===== config.mk =====
export PLATFORM = sky130hd
export DESIGN_NAME = pipe_front_regs
export DESIGN_NICKNAME = d
export VERILOG_FILES = /design/src/rtl/pipe_front_regs.sv
export SDC_FILE = /design/constraint.sdc
export NUM_CORES = 1
export LEC_CHECK = 0
export CORE_AREA = 3 3 351 353
export CTS_CLUSTER_SIZE = 28
export DETAILED_ROUTE_END_ITERATION = 10
export DIE_AREA = 0 0 354 356
export PLACE_DENSITY_LB_ADDON = 0.12
export SLEW_MARGIN = 15
export SYNTH_ARGS = -nofsm -noshare
export SYNTH_HDL_FRONTEND = slang
export SYNTH_SLANG_ARGS = --single-unit

===== constraint.sdc =====
create_clock -name clk -period 20.2 [get_ports clk]
set_clock_uncertainty 0.15 [all_clocks]
set_input_delay 4.04 -clock clk [delete_from_list [all_inputs] [get_ports clk]]
set_output_delay 4.04 -clock clk [all_outputs]
set_load 0.01 [all_outputs]

===== src/rtl/pipe_front_regs.sv =====
// Y86-64 front-end pipeline registers (F predicted PC, D, E) with per-stage
// stall/bubble handling, saturating hazard counters and a sticky control-error flag.
module pipe_front_regs #(
  parameter int WIDTH = 64,
  parameter int CNT_W = 16
) (
  input  logic             clk,
  input  logic             rst,
  input  logic             F_stall,
  input  logic             F_bubble,
  input  logic             D_stall,
  input  logic             D_bubble,
  input  logic             E_stall,
  input  logic             E_bubble,
  input  logic [WIDTH-1:0] f_predPC,
  input  logic [2:0]       f_stat,
  input  logic [3:0]       f_icode,
  input  logic [3:0]       f_ifun,
  input  logic [3:0]       f_rA,
  input  logic [3:0]       f_rB,
  input  logic [WIDTH-1:0] f_valC,
  input  logic [WIDTH-1:0] f_valP,
  input  logic [2:0]       d_stat,
  input  logic [3:0]       d_icode,
  input  logic [3:0]       d_ifun,
  input  logic [WIDTH-1:0] d_valC,
  input  logic [WIDTH-1:0] d_valA,
  input  logic [WIDTH-1:0] d_valB,
  input  logic [3:0]       d_dstE,
  input  logic [3:0]       d_dstM,
  input  logic [3:0]       d_srcA,
  input  logic [3:0]       d_srcB,
  output logic [WIDTH-1:0] F_predPC,
  output logic [2:0]       D_stat,
  output logic [3:0]       D_icode,
  output logic [3:0]       D_ifun,
  output logic [3:0]       D_rA,
  output logic [3:0]       D_rB,
  output logic [WIDTH-1:0] D_valC,
  output logic [WIDTH-1:0] D_valP,
  output logic [2:0]       E_stat,
  output logic [3:0]       E_icode,
  output logic [3:0]       E_ifun,
  output logic [WIDTH-1:0] E_valC,
  output logic [WIDTH-1:0] E_valA,
  output logic [WIDTH-1:0] E_valB,
  output logic [3:0]       E_dstE,
  output logic [3:0]       E_dstM,
  output logic [3:0]       E_srcA,
  output logic [3:0]       E_srcB,
  output logic             ctrl_err,
  output logic [CNT_W-1:0] stall_cycles,
  output logic [CNT_W-1:0] bubble_cycles
);

  localparam logic [3:0] I_NOP = 4'h1;
  localparam logic [3:0] RNONE = 4'hF;
  localparam logic [2:0] S_AOK = 3'd1;
  localparam logic [CNT_W-1:0] CNT_ONE = CNT_W'(1);

  logic illegal;
  assign illegal = (F_stall & F_bubble) | (D_stall & D_bubble) | (E_stall & E_bubble);

  always_ff @(posedge clk or posedge rst) begin
    if (rst) begin
      F_predPC <= '0;
    end else if (!F_stall) begin
      F_predPC <= F_bubble ? '0 : f_predPC;
    end
  end

  always_ff @(posedge clk or posedge rst) begin
    if (rst) begin
      D_stat  <= S_AOK;
      D_icode <= I_NOP;
      D_ifun  <= 4'h0;
      D_rA    <= RNONE;
      D_rB    <= RNONE;
      D_valC  <= '0;
      D_valP  <= '0;
    end else if (!D_stall) begin
      if (D_bubble) begin
        D_stat  <= S_AOK;
        D_icode <= I_NOP;
        D_ifun  <= 4'h0;
        D_rA    <= RNONE;
        D_rB    <= RNONE;
        D_valC  <= '0;
        D_valP  <= '0;
      end else begin
        D_stat  <= f_stat;
        D_icode <= f_icode;
        D_ifun  <= f_ifun;
        D_rA    <= f_rA;
        D_rB    <= f_rB;
        D_valC  <= f_valC;
        D_valP  <= f_valP;
      end
    end
  end

  always_ff @(posedge clk or posedge rst) begin
    if (rst) begin
      E_stat  <= S_AOK;
      E_icode <= I_NOP;
      E_ifun  <= 4'h0;
      E_valC  <= '0;
      E_valA  <= '0;
      E_valB  <= '0;
      E_dstE  <= RNONE;
      E_dstM  <= RNONE;
      E_srcA  <= RNONE;
      E_srcB  <= RNONE;
    end else if (!E_stall) begin
      if (E_bubble) begin
        E_stat  <= S_AOK;
        E_icode <= I_NOP;
        E_ifun  <= 4'h0;
        E_valC  <= '0;
        E_valA  <= '0;
        E_valB  <= '0;
        E_dstE  <= RNONE;
        E_dstM  <= RNONE;
        E_srcA  <= RNONE;
        E_srcB  <= RNONE;
      end else begin
        E_stat  <= d_stat;
        E_icode <= d_icode;
        E_ifun  <= d_ifun;
        E_valC  <= d_valC;
        E_valA  <= d_valA;
        E_valB  <= d_valB;
        E_dstE  <= d_dstE;
        E_dstM  <= d_dstM;
        E_srcA  <= d_srcA;
        E_srcB  <= d_srcB;
      end
    end
  end

  // Counters stop at all-ones so long runs never alias back to small values.
  always_ff @(posedge clk or posedge rst) begin
    if (rst) begin
      ctrl_err      <= 1'b0;
      stall_cycles  <= '0;
      bubble_cycles <= '0;
    end else begin
      if (illegal) ctrl_err <= 1'b1;
      if (D_stall && stall_cycles != '1) stall_cycles <= stall_cycles + CNT_ONE;
      if (E_bubble && bubble_cycles != '1) bubble_cycles <= bubble_cycles + CNT_ONE;
    end
  end

endmodule


# After elaboration in Yosys (flattened, before gate mapping)
# Index checks and enable logic that the tools add are counted.
dict set report classes {
  n_addsub 2
  bitwise 5
  muxes 18
  reduce_logical 2
  n_eq_ne 2
}
# op n
set op_table {}
lappend op_table {{two-way mux 64 bit} 6}
lappend op_table {{two-way mux 4 bit} 10}
lappend op_table {{adder 16 x 1 -> 16 bit (second input constant)} 2}
lappend op_table {{!= test 16 bit (second input constant)} 2}
lappend op_table {{two-way mux 3 bit} 2}
lappend op_table {{bitwise AND 1 bit} 3}
lappend op_table {{logical AND 1 bit} 2}
lappend op_table {{OR 1 bit} 2}
dict set report word_totals {
  ff_bits 463
  out_inout_bits 463
  inputBits 438
}

# Longest topological paths before layout
# Gate-level depths: netlist of run 1.
dict set report depth {
  ltp_word 3
  mapped_depth 6
  depth_no_buf 5
}

# Worst setup path before layout of run 1
# OpenSTA, ideal clock, no wires.
dict set report synth_timing {
  path_kind {input-to-reg}
  from {input port E_bubble}
  to {register bubble_cycles[14]}
  arrival_ns 5.046
  stages 5
  slack_ns 14.877
  cell_sequence {buf_2 and4_1 nand3_1 nor3_1 mux2_1}
}
dict set report synth_via {
  elab_chain_len 1
}
# item line_no
set synth_lines {}
lappend synth_lines {{start: declaration} 14} ;# input logic E_bubble,
lappend synth_lines {{logical AND 1 bit} 150} ;# if (E_bubble && bubble_cycles != '1) bubble_cycles <= bubble_cycles + CNT_ONE;
lappend synth_lines {{end signal: assignment} 150}
lappend synth_lines {{end: declaration} 53} ;# output logic [CNT_W-1:0] bubble_cycles
# Every way passes these cells.
# A chain may end at the register's enable or synchronous reset.

==> results of run 1 <==
routing by layer:
metal | GRT usage, % | part of all wire, % | vias to the layer above
met4 | 3.752 | 2.6 | 4
met1 | 13.17 | 38 | 6806
met5 | 0 | 0.035 | -
li1 | - | - | 6214
met2 | 20.70 | 50 | 587
met3 | 4.745 | 9.2 | 103
cell type report:
type                       instances  area share (%)
clock inverter                    21           1.076
sequential                       463           39.21
timing repair buffer             917           30.84
clock buffer                      91           6.032
multi-input combinational        610           15.96
antenna                            6         0.05065
inverter                           1         0.03799
tap                             1612           6.805
flip-flops by register name, indices dropped and copies added, names as in the netlist, 16 cells and up:
signal         flops
E_valA            64
bubble_cycles     16
D_valP            64
stall_cycles      16
F_predPC          64
E_valC            64
D_valC            64
E_valB            64
worst max path at each step:
stage	depth (start not counted)	start	endpoint
after floorplan	1	rst	D_icode[1]$_DFFE_PP0N_
after global routing	5	rst	F_predPC[62]$_DFFE_PP0N_
after CTS	5	rst	F_predPC[62]$_DFFE_PP0N_
final	5	rst	F_predPC[62]$_DFFE_PP0N_
after global placement	5	rst	F_predPC[52]$_DFFE_PP0N_
after detailed placement	5	rst	F_predPC[52]$_DFFE_PP0N_
where the power goes:
| part | internal [mW] | switching [mW] | total, mW |
|---|---|---|---|
| combinational | 0.273 | 0.196 | 0.469 |
| sequential | 1.01 | 0.0604 | 1.07 |
| clock | 0.698 | 0.448 | 1.15 |
per-stage QoR:
| step | instances | setup WS, ps | utilization, % |
|---|---|---|---|
| 6_report | 3721 | 13080 | 24.67 |
| 5_1_grt | 3720 | 12500 | 24.67 |
| 4_1_cts | 3715 | 12890 | 24.66 |
| 3_5_place_dp | 3603 | 12150 | 22.91 |
| 3_3_place_gp | 3603 | 12210 | 22.91 |
| 2_1_floorplan | 1174 | 3146 | - |
layout by cell type, fill, tap and decap left out, drive strengths merged, types with 2 or more instances in the layout:
master           n
ha               2
inv              4
nand2b           5
or4              2
nor2            40
o21a             2
clkinv           9
buf             20
nand4b           2
clkdlybuf4s50  896
a22o           399
clkbuf          92
xor2             6
nand4           11
and4             5
bufinv           7
nor3             3
dfrtp          435
mux2             6
and2             2
a21oi            6
dfstp           28
nand2           41
a31oi            3
and3             8
diode            6
xnor2           14
o21ai           32
nand3           14
clkinvlp         2
tightest hold or removal path, stage by stage, from the launching register on:
cell and delay, ps:
dfrtp_1 340, a21oi_1 40, nand2_1 50
cells by family (layout without fill, tap and decap cells):
kind of cell               after synthesis  count (layout)  synth area share, %
AOI/OAI and AO/OA                      446             446                22.48
xor gates and xnor gates                20              20                1.047
muxes                                    6               6               0.4039
adders and majority gates                2               2               0.1496
and+or+nand+nor                        136             136                4.062
other                                    0               6                    0
DFF                                    463             463                69.47
buffers and inverters                  101            1030                2.386
==> flow_summary.ini, run 1 <==
[global_route]
grt_pass1_wl_mm = 111.6
grt_max_degree = 201
grt-ovfl-total = 0
grt_pass1_vias = 15040
track_usage_pct = 11.86
grt_antenna_before_repair = 13

[run]
cap_violations = 0

[yosys]
synth_area_sq_mm = 0.01673
synth_area_leaders = dfrtp_1 65%, a22o_1 21%, dfstp_2 4.4%, clkbuf_1 1.7%, nor2_1 0.90%
yosysSeqAreaShare_pct = 69.47
synth-edff-count = 0
synth.distinct_cells = 38
yosysMostFrequentCell = dfrtp_1
yosys-top-cells-count = 435 x dfrtp_1, 399 x a22o_1, 77 x clkbuf_1
synth_top_area_share_pct = 65.08
async_flop_share_pct = 100.0
ys_seq_elements = 463
netlist_instances = 1174
avgSynthCellArea_sq_um = 14.25
ys.flop_type = dfrtp_1
synth_nets = 1614
yosys_warnings = 0
yosysTopAreaCell = dfrtp_1

[critical_path]
crit_family = buffers and inverters
start_kind = input pin
cp_slowest_cell = buf_4
cp_slowest_stage_delay_ps = 750
critPathRequiredTime_ps = 20700
r2r_start = bubble_cycles[8]$_DFFE_PP0P_
rrSetupSlack_ps = 18220
arrival_ps = 7620
path_class = input pin to async pin
critPathBufInv = 5
critPathMostFrequentCell = buf_4
path_cells = clkdlybuf4s50_1 -> inv_8 -> buf_4 -> buf_4 -> buf_4
endpoint_kind = async pin
r2r-end = bubble_cycles[1]$_DFFE_PP0P_
crit_path_max_fanout = 133
reg2reg_depth = 4

[placed_design]
io_buffers = 900
gp_congestion = 0.7615
dpl.hpwl_mm = 56.44
placed_area_sq_mm = 0.02752

[cells_and_area]
final_area_sq_mm = 0.02964
layout.nets = 2493
drive_above_1_share_pct = 7.513
area_growth_pct = 77.20
register_area_sq_mm = 0.01162
fill_cells = 12790
multi_input_area_sq_mm = 0.004730

[power_and_ir_drop]
p_leak_nw = 12.46
power.density_mw_per_mm2 = 90.71
ir_worst_vdd_v = 0.00005932
p_total_mw = 2.689

[clocking]
root_buffer = clkbuf_16
cts.path.max_buffers = 3
post_cts_buffers = 0
clkTransAtPathRegs_ps = 60
clock_latency_ps = 640
cts_tree = yes
post_cts_resized = 0
clock_sinks = 463
holdBufCountCts = 0
htree_num_levels = 2
cts_made_buffers = 60

[floorplanning]
boundaryPins = 901
core_sq_mm = 0.1201
die_area_sq_mm = 0.1260
die_w_microns = 354
initial_core_util_pct = 13.92
dieHeight_microns = 356
rows = 127

[sta]
relSlewSlack_pct = 29.10
clock.fmax_mhz = 140.4
grt_setup_unrepaired = no
worst_slew_pin_slew_ps = 1064
setup_tns_ps = 0
finalCritPeriodShare_pct = 35.25
drv_slew = 0
setup_viol = 0
hold_viol = 0
fin_crit_ps = 7121
hold_ws_ps = 322.5

[detailed_routing]
drt_iter0_markers = 660
wl_per_cell_microns = 21.02
drt_wl_total_mm = 78.20
first_pass_iters = 4
drc = 0
vias_per_cell = 3.686
via_count = 13710
antenna_left = 0

[hold_path]
holdCritStartpoint = ctrl_err$_DFFE_PP0P_
holdPathStages = 2
hold_path_end = ctrl_err$_DFFE_PP0P_
min_path_type = register to register

[status]
outcome = complete, no violations
Note: power is estimated with default switching activity, not from simulation.
==> run 2: changes to the inputs <==
==> constraint.sdc (replaced) <==
create_clock -name clk -period 6.9 [get_ports clk]
set_clock_uncertainty 0.15 [all_clocks]
set_input_delay 1.38 -clock clk [delete_from_list [all_inputs] [get_ports clk]]
set_output_delay 1.38 -clock clk [all_outputs]
set_load 0.01 [all_outputs]
==> flow_summary.ini, run 2 (synthesized netlist as in run 1, its figures left out) <==
[status]
outcome = complete, no violations

[cells_and_area]
multi_input_area_sq_mm = 0.004730
layout.nets = 2499
layout_common_cells = 896 x clkdlybuf4s50_1, 435 x dfrtp_1, 399 x a22o_1, 67 x clkbuf_16, 39 x nand2_1
fill_cells = 12730
area_growth_pct = 77.78
layout_commonest_cell = clkdlybuf4s50_1
register_area_sq_mm = 0.01162
drive_above_1_share_pct = 7.638

[power_and_ir_drop]
p_leak_nw = 12.49
power.density_mw_per_mm2 = 264.9
ir_worst_vdd_v = 0.0001433

[global_route]
grt_pass1_vias = 15460
grt_max_degree = 195
grt-ovfl-total = 0
track_usage_pct = 11.82
grt_pass1_wl_mm = 111.1
grt_antenna_before_repair = 17

[floorplanning]
rows = 127
dieHeight_microns = 356
initial_core_util_pct = 13.92
boundaryPins = 901
core_sq_mm = 0.1201
die_area_sq_mm = 0.1260
die_w_microns = 354

[clocking]
cts_made_buffers = 66
holdBufCountCts = 0
clock_latency_ps = 600
cts.path.max_buffers = 3
post_cts_resized = 0
root_buffer = clkbuf_16
post_cts_buffers = 0
clock_sinks = 463
clkTransAtPathRegs_ps = 50
htree_num_levels = 3
cts_tree = yes

[hold_path]
min_path_type = register to register
holdCritStartpoint = D_rA[0]$_DFFE_PP1N_
hold_path_end = D_rA[0]$_DFFE_PP1N_
holdPathStages = 2

[sta]
finalCritPeriodShare_pct = 49.53
hold_ws_ps = 322.3
fin_crit_ps = 3417
setup_viol = 0
relSlewSlack_pct = 0.3209
hold_viol = 0
worst_slew_pin_slew_ps = 1495
clock.fmax_mhz = 292.6
finalWorstSetupSlack_ps = 3483
drv_slew = 0
grt_setup_unrepaired = no

[critical_path]
endpoint_kind = register
r2r-end = bubble_cycles[1]$_DFFE_PP0P_
critPathRequiredTime_ps = 7280
reg2reg_depth = 4
path_class = input pin to register
arrival_ps = 3790
start_kind = input pin
r2r_start = bubble_cycles[8]$_DFFE_PP0P_
crit_path_max_fanout = 104
rrSetupSlack_ps = 4900

[placed_design]
place_ws_ps = 2845
io_buffers = 900
gp_congestion = 0.8311
dpl.hpwl_mm = 56.85

[run]
cap_violations = 0

[detailed_routing]
vias_per_cell = 3.749
drt_iter0_markers = 682
via_count = 13990
drc = 0
antenna_left = 0
wl_per_cell_microns = 20.89
first_pass_iters = 4
drt_wl_total_mm = 77.93
## run 2: cell types whose count changed in the layout (fill, tap and decap cells not counted), moves of 5 or more
cell / previous run / this run
diode_2: 6 / 11
buf_4: 17 / 11
clkbuf_16: 60 / 67
clkbuf_8: 18 / 10
buf_12: 1 / 7
## run 2: where the power goes
part	internal [mW]	leakage [nW]	switching [mW]	total, mW
clock	2.01	1.04	1.34	3.35
combinational	0.804	5.49	0.584	1.39
sequential	2.97	5.96	0.179	3.15
## run 2: layout make-up
cell class | count | area share [%]
Clock buffer | 92 | 6.257
Multi-Input combinational cell | 610 | 15.90
Clock inverter | 25 | 0.8710
Inverter | 1 | 0.02525
Timing Repair Buffer | 917 | 30.99
Antenna cell | 11 | 0.09257
Sequential cell | 463 | 39.08
Tap cell | 1612 | 6.782
## run 2: metrics by stage
stage	TNS, ps	total power, mW	instance area (sq um)	std cells	utilization (%)
2_1_floorplan	-380230	3.625	16730	1174	-
3_3_place_gp	0	4.611	27590	3603	22.97
3_5_place_dp	0	4.611	27590	3603	22.97
4_1_cts	0	8.105	29710	3720	24.73
5_1_grt	0	8.291	29730	3728	24.75
6_report	0	7.878	29740	3731	24.75
## run 2: worst max-delay path by stage
stage / depth (start not counted) / startpoint / endpoint
floorplan: 1 / rst / D_icode[1]$_DFFE_PP0N_
global placement: 4 / D_bubble / D_valC[36]$_DFFE_PP0N_
detailed placement: 4 / D_bubble / D_valC[31]$_DFFE_PP0N_
CTS: 1 / D_rA[2]$_DFFE_PP1N_ / D_rA[2]
global route: 4 / D_bubble / D_valC[37]$_DFFE_PP0N_
finish: 4 / D_bubble / D_valC[51]$_DFFE_PP0N_
## run 2: layer usage
| layer | global-route usage (%) | up-vias | part of all wire (%) |
|---|---|---|---|
| li1 | - | 6235 | - |
| met1 | 12.19 | 6995 | 35 |
| met2 | 20.84 | 618 | 52 |
| met3 | 5.083 | 133 | 9.4 |
| met4 | 5.150 | 6 | 3.5 |
| met5 | 0 | - | 0.059 |
## run 2: worst max-delay path, cell delays in order
cell and delay, ps:
clkdlybuf4s50_1 730, nor2_4 810, buf_12 400, a22o_1 230
==> run 3: changes to the inputs <==
==> constraint.sdc (replaced) <==
create_clock -name clk -period 2.9 [get_ports clk]
set_clock_uncertainty 0.15 [all_clocks]
set_input_delay 0.58 -clock clk [delete_from_list [all_inputs] [get_ports clk]]
set_output_delay 0.58 -clock clk [all_outputs]
set_load 0.01 [all_outputs]
==> flow_summary.ini, run 3 (synthesized netlist as in run 1, its figures left out) <==
[status]
outcome = complete, no violations

[power_and_ir_drop]
switchingPower_mw = 4.965
power.density_mw_per_mm2 = 633.2
p_leak_nw = 12.58
pwr-share-comb_pct = 17.4
p_clk_share_pct = 43.1
p_int_mw = 13.98
seqPwrFrac_pct = 39.5
p_total_mw = 18.95
swShare_pct = 26.20
ir_worst_vdd_v = 0.0004202

[sta]
finalWorstSetupSlack_ps = 384.1
hold_viol = 0
setup_viol = 0
worst_slew_pin_slew_ps = 822.5
hold_ws_ps = 158.2
clock.fmax_mhz = 397.5
grt_setup_unrepaired = no
drv_slew = 0
fin_crit_ps = 2516
relSlewSlack_pct = 45.17
finalCritPeriodShare_pct = 86.76

[detailed_routing]
wl_per_cell_microns = 21.08
drc = 0
antenna_left = 0
via_count = 13940
first_pass_iters = 4
drt_wl_total_mm = 78.68
drt_iter0_markers = 662
vias_per_cell = 3.733

[placed_design]
place_ws_ps = 553.0
dpl.hpwl_mm = 57.18
io_buffers = 900
gp_congestion = 0.8526
placed_area_sq_mm = 0.02773

[global_route]
grt_antenna_before_repair = 13
track_usage_pct = 11.84
grt-ovfl-total = 0
grt_pass1_wl_mm = 111.1
grt_pass1_vias = 15100
grt_max_degree = 149

[clocking]
holdBufCountCts = 0
cts_made_buffers = 60
htree_num_levels = 2
post_cts_resized = 0
clock_latency_ps = 640
clkTransAtPathRegs_ps = 60
post_cts_buffers = 0
root_buffer = clkbuf_16
cts_tree = yes
cts.path.max_buffers = 3
clock_sinks = 463

[critical_path]
critPathRequiredTime_ps = 2170
arrival_ps = 1790
start_kind = register
critPathBufInv = 1
path_class = register to output port
crit_path_max_fanout = 2
path_cells = clkdlybuf4s50_1
r2r_start = bubble_cycles[8]$_DFFE_PP0P_
rrSetupSlack_ps = 870
crit_family = buffers and inverters
cp_slowest_stage_delay_ps = 630
endpoint_kind = output port
cp_slowest_cell = clkdlybuf4s50_1
worstSetupStartpoint = E_stat[0]$_DFFE_PP1N_

[hold_path]
min_path_type = input pin to register
holdCritStartpoint = D_stall

[floorplanning]
initial_core_util_pct = 13.92
core_sq_mm = 0.1201
die_w_microns = 354
boundaryPins = 901
die_area_sq_mm = 0.1260
rows = 127
dieHeight_microns = 356

[cells_and_area]
layout_common_cells = 896 x clkdlybuf4s50_1, 435 x dfrtp_1, 399 x a22o_1, 60 x clkbuf_16, 39 x nand2_1
layout_commonest_cell = clkdlybuf4s50_1
final_area_sq_mm = 0.02993
layout.nets = 2501
area_growth_pct = 78.91
drive_above_1_share_pct = 8.187
final_core_util_pct = 24.91

[run]
cap_violations = 0
run 3: cell types whose count changed in the layout (fill, tap and decap cells not counted), sizes merged:
| cell | delta |
|---|---|
| buf | +8 |
| bufinv | +5 |
| clkbuf | -4 |
| clkinv | -2 |
| diode | -3 |
| inv | -2 |
run 3: path summary, 6_finish.rpt:
kind | end | cells past startpoint
worst min-delay path | stall_cycles[0]$_DFFE_PP0P_ | 3
max in group asynchronous | D_valC[2]$_DFFE_PP0N_ | 4
worst max-delay path | E_stat[0] | 1
min in group asynchronous | stall_cycles[0]$_DFFE_PP0P_ | 3
worst max register to register | bubble_cycles[1]$_DFFE_PP0P_ | 4
worst min register to register | D_rB[2]$_DFFE_PP1N_ | 2
run 3: power groups by stage:
stage,registers (mW),logic [mW],clock network (mW)
after floorplan,7.79,0.837,0
after global placement,7.58,3.39,0
after detailed placement,7.58,3.40,0
after CTS,7.48,3.41,8.54
after global routing,7.55,3.55,8.79
final,7.48,3.31,8.17
run 3: stage by stage:
stage,instances,TNS [ps]
floorplan,1174,-1837750
global placement,3611,0
detailed placement,3611,0
CTS,3725,0
global route,3731,0
finish,3733,0
run 3: per-layer routing:
metal  global-route usage, %  part of all wire (%)  up-vias  wire length [microns]
li1                        -                     -     6244                      -
met4                   3.644                   2.2        6                   1710
met3                   5.395                    10       95                   7899
met5                       0                 0.052        -                     41
met2                   21.26                    52      589                  40810
met1                   12.29                    36     7003                  28220
run 3: final cells by class:
cell class | instances | area [sq um]
Sequential cell | 463 | 11620
Antenna cell | 8 | 20.02
Clock buffer | 88 | 1797
Inverter | 1 | 7.507
Timing Repair Buffer | 925 | 9350
Multi-Input combinational cell | 610 | 4730
Tap cell | 1612 | 2017
Clock inverter | 26 | 385.4
Fill cell | 12680 | 90200
==> edit: new RTL, config.mk and constraints of run 3 <==
The parameter `WIDTH` goes from 64 to 60.
--- a/src/rtl/pipe_front_regs.sv
+++ b/src/rtl/pipe_front_regs.sv
@@ -1,7 +1,7 @@
 // Y86-64 front-end pipeline registers (F predicted PC, D, E) with per-stage
 // stall/bubble handling, saturating hazard counters and a sticky control-error flag.
 module pipe_front_regs #(
-  parameter int WIDTH = 64,
+  parameter int WIDTH = 60,
   parameter int CNT_W = 16
 ) (
   input  logic             clk,
Ports: changed (12 resized); port bits go from 901 to 853. The function was not compared with the original's and may differ.
==> edit against run 3 <==
  * Cell area decreased by 4.7%
  * Wire length decreased by 3.4%
  * Core utilization decreased by 1.2 points
  * Combinational power decreased by 5%
  * Sequential cell count decreased by 24
  * Critical endpoint is now D_rA[0]
  * Area after synthesis decreased by 4.7%
  * Setup slack got worse by 60 ps
  * First-iteration DRC count increased by 13%
  * Critical path depth unchanged
  * Total power decreased by 8.0%
  * Count of clock-buffer cells in the layout unchanged
  * Sequential power decreased by 4.9%
  * Register-to-register slack improved by 20 ps
  * Highest routed layer is now met4
==> edit: results (changes against run 3) <==
| Metric | Value |
|---|---|
| First-pass GRT wire length | 109,000 um (-2.0%) |
| CP Max Fanout | 2 (unchanged) |
| Main synth FF type | dfrtp_1 |
| Synth area leaders | dfrtp_1, a22o_1, dfstp_2 |
| Place WS | 450 ps (-103 ps) |
| Critical path's slowest cell | clkdlybuf4s50_1 |
| Layout cells sized above 1 | 8.74% (+0.55 points) |
| Crit share post-route | 88.8% (+2.1 points) |
| Tot GR Track Use | 11.6% (-0.27 points) |
| Post-CTS Resized | 0 (unchanged) |
| Commonest cells post-synth | dfrtp_1, a22o_1, clkbuf_1, nand2_1, nor2_1 |
| Num CTS Buffers | 57 (-5.0%) |
| Vias in the first global route | 14,800 (-2.3%) |
| Largest stage delay, worst path | 690 ps (+60 ps) |
| Post-Place Cells | 3,535 (-2.1%) |
| Max VDD drop | 348 uV (-17%) |
| Switching Share | 26.4% (+0.22 points) |
| DRT Pass-1 Iters | 4 (unchanged) |
| Reg2Reg Depth | 5 (+1) |
| Sequential area share after synthesis | 69.2% (-0.32 points) |
| Nets | 2,398 (-4.1%) |
| Final WL | 76,000 um (-3.4%) |
| Routed wl met2 | 37,700 um (-7.7%) |
| Htree depth | 2 (unchanged) |
| Clk Tree Root Cell | clkbuf_16 |
| GP Congestion | 0.790 (-7.4%) |
| Worst EP arrival | 1850 ps (+60 ps) |
| Syn Inst Count | 1,124 (-4.3%) |
| Port Buf Inserts | 852 (-5.3%) |
| Yosys cell types | 45 (+18%) |
| Hold Crit Class | input pin to register |
| Status | finished, final reports clean |
| WL met3 | 8010 um (+1.4%) |
| Post-DP HPWL | 56,900 um (-0.56%) |
| Initial antenna violation count | 14 (+1) |
| Fill count | 12,800 (+1.3%) |
| Vias per inst | 3.64 (-2.6%) |
| Clock transition at path regs | 60 ps (about the same) |
| Highest Signal Layer | met4 |
| DR iter-0 viols | 747 (+13%) |
| Worst-Margin Slew | 933 ps (+111 ps) |
| Leak | 12.0 nW (-4.9%) |
| M1 WL | 28,300 um (+0.35%) |
| Pin count of the biggest net entering global routing | 132 (-11%) |
| Vias post-DR | 13,300 (-4.7%) |
| Post-Syn Nets | 1,540 (-4.6%) |
[edit: cell types whose count changed in the layout (fill, tap and decap cells not counted), sizes merged, moves of 4 or more]
cell	change
bufinv	-5
clkinv	-4
buf	+16
o21ai	+5
diode	+7
nand3	-5
clkdlybuf4s50	-47
nand2	+4
clkinvlp	-4
nor3	+5
xnor2	-5
inv	+4
dfrtp	-24
a22o	-24
[edit: cell type report]
type	instances	share of cell area, %
Multi-Input combinational cell	587	15.9
Sequential cell	439	38.7
Clock inverter	14	0.562
Antenna cell	15	0.132
Inverter	4	0.0658
Clock buffer	88	5.98
Tap cell	1612	7.07
Timing Repair Buffer	893	31.6
[edit: power groups by stage]
| stage | Combinational, mW | Sequential, mW | Clock [mW] |
|---|---|---|---|
| 3_5_place_dp | 3.21 | 7.20 | 0 |
| 2_1_floorplan | 0.802 | 7.39 | 0 |
| 6_report | 3.14 | 7.11 | 7.18 |
| 3_3_place_gp | 3.21 | 7.21 | 0 |
| 4_1_cts | 3.22 | 7.11 | 7.53 |
| 5_1_grt | 3.37 | 7.18 | 7.76 |
[edit: worst paths after layout]
| check | end | slack (ps) | startpoint |
|---|---|---|---|
| max | D_rA[0] | 320 | D_rA[0] |
| min | E_srcB[2] | 170 | E_stall |
| max reg2reg | stall_cycles[1] | 890 | stall_cycles[0] |
| min reg2reg | E_stat[1] | 330 | E_stat[1] |
| max in group asynchronous | E_srcB[2] | 1640 | rst |
| min in group asynchronous | E_valC[22] | 210 | rst |
[edit: cells by family after synthesis]
group                      count (synthesis)  synth area share [%]
adders and majority gates                  2                 0.157
and+or+nand+nor                          134                  4.36
muxes                                      7                 0.502
buffers and inverters                     98                  2.51
AOI/OAI and AO/OA                        427                  22.4
DFF                                      439                  69.2
xor gates and xnor gates                  17                 0.934
[edit: stage by stage]
step	cell area (sq um)	total power, mW	utilization (%)
2_1_floorplan	15900	8.19	-
3_3_place_gp	26600	10.4	22.2
3_5_place_dp	26600	10.4	22.2
4_1_cts	28500	17.9	23.7
5_1_grt	28500	18.3	23.7
6_report	28500	17.4	23.7
[edit: routing by layer]
layer | GRT usage [%] | up-vias
met1 | 12.6 | 6635
met5 | 0 | -
li1 | - | 5985
met3 | 5.70 | 92
met4 | 3.72 | 0
met2 | 19.7 | 565
